[src/rtl/logic_gate_unit.sv]
// rtl/logic_gate_unit.sv - registered bitwise gate with skid-buffered valid/ready handshake
// Optional XOR/XNOR opcodes enabled by defining LOGIC_GATE_UNIT_XOR_EN.
module logic_gate_unit #(
    parameter int WIDTH = 8,
    parameter int CNT_W = 16
) (
    input  logic             clk,
    input  logic             rst,
    input  logic [WIDTH-1:0] a,
    input  logic [WIDTH-1:0] b,
    input  logic [2:0]       op,
    input  logic             in_valid,
    output logic             in_ready,
    output logic [WIDTH-1:0] y,
    output logic             err,
    output logic             out_valid,
    input  logic             out_ready,
    output logic [CNT_W-1:0] count
);

    logic [WIDTH-1:0] r_or_y;
    logic             r_or_err;
    logic             r_or_valid;
    logic [WIDTH-1:0] r_sk_y;
    logic             r_sk_err;
    logic             r_sk_valid;
    logic [CNT_W-1:0] r_count;

    logic [WIDTH-1:0] w_res_y;
    logic             w_res_err;
    logic             w_accept;
    logic             w_drain;
    logic             w_or_free;

    always_comb begin
        w_res_y   = '0;
        w_res_err = 1'b0;
        case (op)
            3'd0: w_res_y = a & b;
            3'd1: w_res_y = a | b;
            3'd2: w_res_y = ~(a & b);
            3'd3: w_res_y = ~(a | b);
`ifdef LOGIC_GATE_UNIT_XOR_EN
            3'd4: w_res_y = a ^ b;
            3'd5: w_res_y = ~(a ^ b);
`endif
            default: begin
                w_res_y   = '0;
                w_res_err = 1'b1;
            end
        endcase
    end

    // in_ready is purely registered state, so out_ready never reaches it combinationally.
    assign w_accept  = in_valid && !r_sk_valid;
    assign w_drain   = r_or_valid && out_ready;
    assign w_or_free = w_drain || !r_or_valid;

    always_ff @(posedge clk) begin
        if (rst) begin
            r_or_y     <= '0;
            r_or_err   <= 1'b0;
            r_or_valid <= 1'b0;
            r_sk_y     <= '0;
            r_sk_err   <= 1'b0;
            r_sk_valid <= 1'b0;
        end else if (w_or_free) begin
            if (r_sk_valid) begin
                r_or_y     <= r_sk_y;
                r_or_err   <= r_sk_err;
                r_or_valid <= 1'b1;
                r_sk_valid <= 1'b0;
            end else if (w_accept) begin
                r_or_y     <= w_res_y;
                r_or_err   <= w_res_err;
                r_or_valid <= 1'b1;
            end else begin
                r_or_valid <= 1'b0;
            end
        end else if (w_accept) begin
            r_sk_y     <= w_res_y;
            r_sk_err   <= w_res_err;
            r_sk_valid <= 1'b1;
        end
    end

    always_ff @(posedge clk) begin
        if (rst) begin
            r_count <= '0;
        end else if (w_drain && (r_count != {CNT_W{1'b1}})) begin
            r_count <= r_count + 1'b1;
        end
    end

    assign in_ready  = !r_sk_valid;
    assign out_valid = r_or_valid;
    assign y         = r_or_y;
    assign err       = r_or_err;
    assign count     = r_count;

endmodule
[config.mk]
export PLATFORM = sky130hd
export DESIGN_NAME = logic_gate_unit
export DESIGN_NICKNAME = d
export VERILOG_FILES = /design/src/rtl/logic_gate_unit.sv
export SDC_FILE = /design/constraint.sdc
export NUM_CORES = 1
export LEC_CHECK = 0
export ABC_AREA = 1
export BUFFER_PORTS_ARGS = -buffer_cell sky130_fd_sc_hd__clkbuf_2
export CAP_MARGIN = 20
export CORE_MARGIN = 3
export CORE_UTILIZATION = 47
export DETAILED_ROUTE_END_ITERATION = 8
export MAX_ROUTING_LAYER = met4
export PLACE_DENSITY = 0.71
export SLEW_MARGIN = 10
export SYNTH_ARGS = -nofsm -noshare
export SYNTH_HDL_FRONTEND = slang
export SYNTH_SLANG_ARGS = --single-unit
[constraint.sdc]
create_clock -name clk -period 2.5 [get_ports clk]
set_clock_uncertainty 0.2 [all_clocks]
set_input_delay 0 -clock clk [delete_from_list [all_inputs] [get_ports clk]]
set_output_delay 0 -clock clk [all_outputs]
set_load 0.05 [all_outputs]
### Yosys cells after proc, flatten, opt, wreduce, memory -nomap -nowiden

Index checks and enable logic that the tools add are counted.

* register bits after elaboration: 36
* logic and storage cells: 37
* output and inout bits: 27
* bits of input ports: 23

* reduce and logical (&&, ||, !) cells: 12
* add/sub/neg operators: 1
* muxes and demuxes: 8
* bitwise operators: 5
* eq/ne operators: 4

Operators with widths (number)
* one-hot mux 8 bit (4 select lines): 1
* adder 16 x 1 -> 16 bit (second input constant): 1
* 2-to-1 mux 8 bit: 2
* != test 16 bit (second input constant): 1
* NOT 8 bit: 2
* bitwise AND 8 bit: 1
* bitwise OR 8 bit: 1
* == test 3 x 2 -> 1 bit (second input constant): 2
* 2-to-1 mux 1 bit: 5
* AND reduction 2 bit: 2
* OR reduction 4 bit: 1
* == test 3 x 1 -> 1 bit (second input constant): 1
* logical AND 1 bit: 3
* logical NOT 3 bit: 1
* logical NOT 1 bit: 2
* nonzero test 2 bit: 1
* OR reduction 2 bit: 1
* logical OR 1 bit: 1
* NOT 1 bit: 1

### Longest topological paths before layout

* word-level depth: 5
* depth in mapped cells: 9
* depth with buffers taken out: 9

### Worst setup path before layout

OpenSTA, ideal clock, no wires.

* kind: flip-flop to flip-flop
* start point: register r_count[0], in the netlist count[0]
* end point: register r_count[11], in the netlist count[11]
* path slack: 0.365 ns
* buffers on the path: 1
* clock period less this slack: 2.135 ns
* arrival: 1.795 ns
* data required time: 2.160 ns
* library setup time: 0.140 ns
* cell stages (with the launch flop): 10
* path through: dfxtp_1 ha_1 nand2_2 nor2_4 nand2_4 nor2_2 nor2_4 buf_6 nand2_1 a21oi_2

* longest elaborated chain between the ends: 2
* elaborated cells on any way between the ends: 3
* classes of those cells: add/sub: 1; eq/ne: 1; reduce/logical: 1

Ends and longest elaborated chain
* from (decl): RTL line 27 `logic [CNT_W-1:0] r_count;`
* from (signal assigned): RTL line 91 `r_count <= r_count + 1'b1;`
* branches (longest 2 deep; another with adder 16 x 1 -> 16 bit)

Parallel ways; which one is timed is not known.
A chain may end at the register's enable or synchronous reset.

### Worst setup path in the final report

* start point: input port b[2]
* end point: register r_sk_y[2]

* longest elaborated chain between the ends: 3
* elaborated cells on any way between the ends: 5
* classes of those cells: mux: 1; bitwise: 4

Ends and longest elaborated chain
* from (decl): RTL line 10 `input logic [WIDTH-1:0] b,`
* bitwise OR 8 bit / bitwise AND 8 bit (equally long branches)
* NOT 8 bit (on tied branches): RTL line 42, 41
* one-hot mux 8 bit (4 select lines) *: RTL line 38 `case (op)`
* to (signal assigned): RTL line 81 `r_sk_y <= w_res_y;`
* to (decl): RTL line 24 `logic [WIDTH-1:0] r_sk_y;`

Every way passes the cells marked *; elsewhere a longest branch is shown, timed or not.

==> metrics.yaml <==
drt:
  drtIter0Drc: 166
  drc: 0
  via_per_inst: 5.30
  drt_wl_total_um: 5520
  dr.pass1.iters: 4
  wl_per_cell_um: 12.6
  route.vias.total: 2331
  antenna_left: 0
clock_network:
  cts_tree: "done"
  cts-root-buf: "clkbuf_8"
  holdBufCountCts: 24
  cts_buffers: 5
  clk_pin_slew_worst_paths_ns: 0.07
  htreeDepth: 2
  clk_path_buf_depth: 2
  postCtsSetupBuffers: 0
  post_cts_resized: 0
  clock-sinks: 36
  clk_latency_ns: 0.29
logic_synthesis:
  synth_nets: 341
  yosysSeqAreaShare_pct: 34.8
  synth_area_um2: 2070
  syn_inst: 317
  synth_area_leaders: "dfxtp_1 (35%), nand2_1 (16%), nor2_1 (8.2%), a21oi_1 (7.0%), o21ai_0 (6.5%)"
  yosys_warnings: 0
  synth_top_flop_cell: "dfxtp_1"
  ys_types: 26
  synth_area_leader_cell: "dfxtp_1"
  synth_most_common_cell: "nand2_1"
  async_flop_share_pct: 0
  synth_edf_count: 0
  ys_top_cells_by_count: "nand2_1 (89), nor2_1 (45), dfxtp_1 (36)"
  ys_seq_elements: 36
  synth_top_area_share_pct: 34.8
  synth.avg_cell_area_um2: 6.54
setup_path:
  cp-end-kind: "flop"
  arrival_ns: 2.19
  cp_max_fo: 3
  critPathLaunchType: "input pin"
  crit_type: "in2reg"
  required_ns: 2.48
timing:
  finalCriticalPeriod_ns: 2.21
  final-hold-violation-count: 3
  setup_violations: 0
  fin_setup_tns_ns: 0
  slew_headroom_pct: 62.1
  grt_setup_unrepaired: "no"
  drv_slew: 0
  fin_crit_sh_pct: 88.4
  hold_slack_ns: -0.00418
  fmax_mhz: 453
  worst_slew_pin_slew_ns: 0.568
worst_hold_path:
  min_path_type: "in2reg"
layout:
  nets: 413
  diodes: 0
  drive_gt1_share_pct: 20.0
  final_util_pct: 65.7
  area_growth_pct: 30.6
  finalInstanceArea_um2: 2710
die:
  core-area_um2: 4120
  die_w_um: 72.4
  fp.dieH_um: 72.4
  start_util_pct: 50.3
  die-area_um2: 5240
  ioPinCount: 50
  rows: 23
outcome:
  status: "finished with violations"
  violations: "negative hold slack"
grt:
  grt_pass1_wl_um: 9310
  grt_pass1_vias: 2098
  grt_max_degree: 23
  antenna_found_initial: 0
  overflow: 0
  grt.total_usage_pct: 22.4
flow_run:
  drv_cap: 0
placed_design:
  hpwl_um: 3690
  dpl_cell_area_um2: 2340
  portBuffers: 49
  gp_congestion: 0.809
pwr:
  ir_drop_v: 0.000473
  power.density_nw_per_um2: 522
  leakage_nw: 1.14
-- worst max-delay path, stage by stage --
cell           delay (ns)
dlygate4sd3_1        0.54
clkbuf_2             0.14
nand2_1              0.06
dlygate4sd3_1        0.55
nand2_1              0.07
nand4_1              0.10
dlygate4sd3_1        0.58
nor2_1               0.10
nor2_1               0.04
-- where the power goes --
part / switching, mW / total (mW) / internal (mW)
registers: 0.0124 / 0.607 / 0.595
clock network: 0.210 / 0.562 / 0.352
logic: 0.158 / 0.241 / 0.0832
total: 0.381 / 1.41 / 1.03
-- registers in the layout, summed over array words and instances (netlist names) --
signal and count:
out_valid 1, r_sk_err 1, r_sk_valid 1, count 16
r_sk_y 8, err 1, y 8
-- metrics by stage --
stage / total power [mW] / setup WS [ns] / std cells
2_1_floorplan: 0.765 / 0.365 / 317
3_3_place_gp: 0.824 / 0.689 / 408
3_5_place_dp: 0.826 / 0.627 / 408
4_1_cts: 1.41 / 0.365 / 440
5_1_grt: 1.46 / 0.190 / 440
6_report: 1.41 / 0.291 / 440
-- final timing paths --
kind	from	to	slack (ns)	cells after the start
setup / recovery	b[2]	r_sk_y[2]$_SDFFE_PP0P_	0.29	9
hold / removal	a[7]	r_sk_y[7]$_SDFFE_PP0P_	-0.004	6
setup reg to reg	count[0]$_SDFFE_PP0P_	count[12]$_SDFFE_PP0P_	0.59	8
hold reg to reg	r_sk_err$_SDFFE_PP0P_	err$_SDFFE_PP0P_	0.33	2
-- layer usage --
layer  global-route usage, %  wire length (um)  vias up
li1                        -                 -     1197
met5                       -                 0        -
met1                    29.9              2780     1077
met4                    4.71                68        0
met2                    36.0              2480       46
met3                    3.32               201       11
-- placed cells by master (no fill, tap or decap) --
master	count
a21oi_1	29
o21ai_0	27
nand4_1	17
o21ai_1	6
nor2_4	2
inv_1	18
ha_1	1
nor2_1	45
buf_4	2
bufinv_16	1
a21oi_2	9
nand3_1	11
nand2_4	1
clkbuf_2	49
and2_1	1
xor2_1	5
nand2_1	89
nor2_2	3
nand2_2	1
xnor2_1	1
o21bai_4	1
inv_2	1
a31oi_1	1
nor3_1	1
nor3_2	1
dlygate4sd3_1	24
clkbuf_8	7
dfxtp_1	36
-- cell families after synthesis --
family	count (synthesis)	share of synthesized area, %
flip-flops	36	34.8
adder cells (fa/ha/maj)	1	0.604
buffers and inverters	29	6.16
XOR/XNOR	6	2.54
AO/OA/AOI/OAI	73	20.0
AND/OR/NAND/NOR	172	35.9
-- area by class of cell --
cell class / count / area (um2)
Tap cell: 50 / 62.6
Sequential cell: 36 / 721
Inverter: 19 / 71.3
Timing Repair Buffer: 75 / 500
Fill cell: 373 / 1410
Clock inverter: 1 / 30.0
Clock buffer: 7 / 96.3
Multi-Input combinational cell: 252 / 1220
No activity file was read; power rests on OpenSTA's default activity.
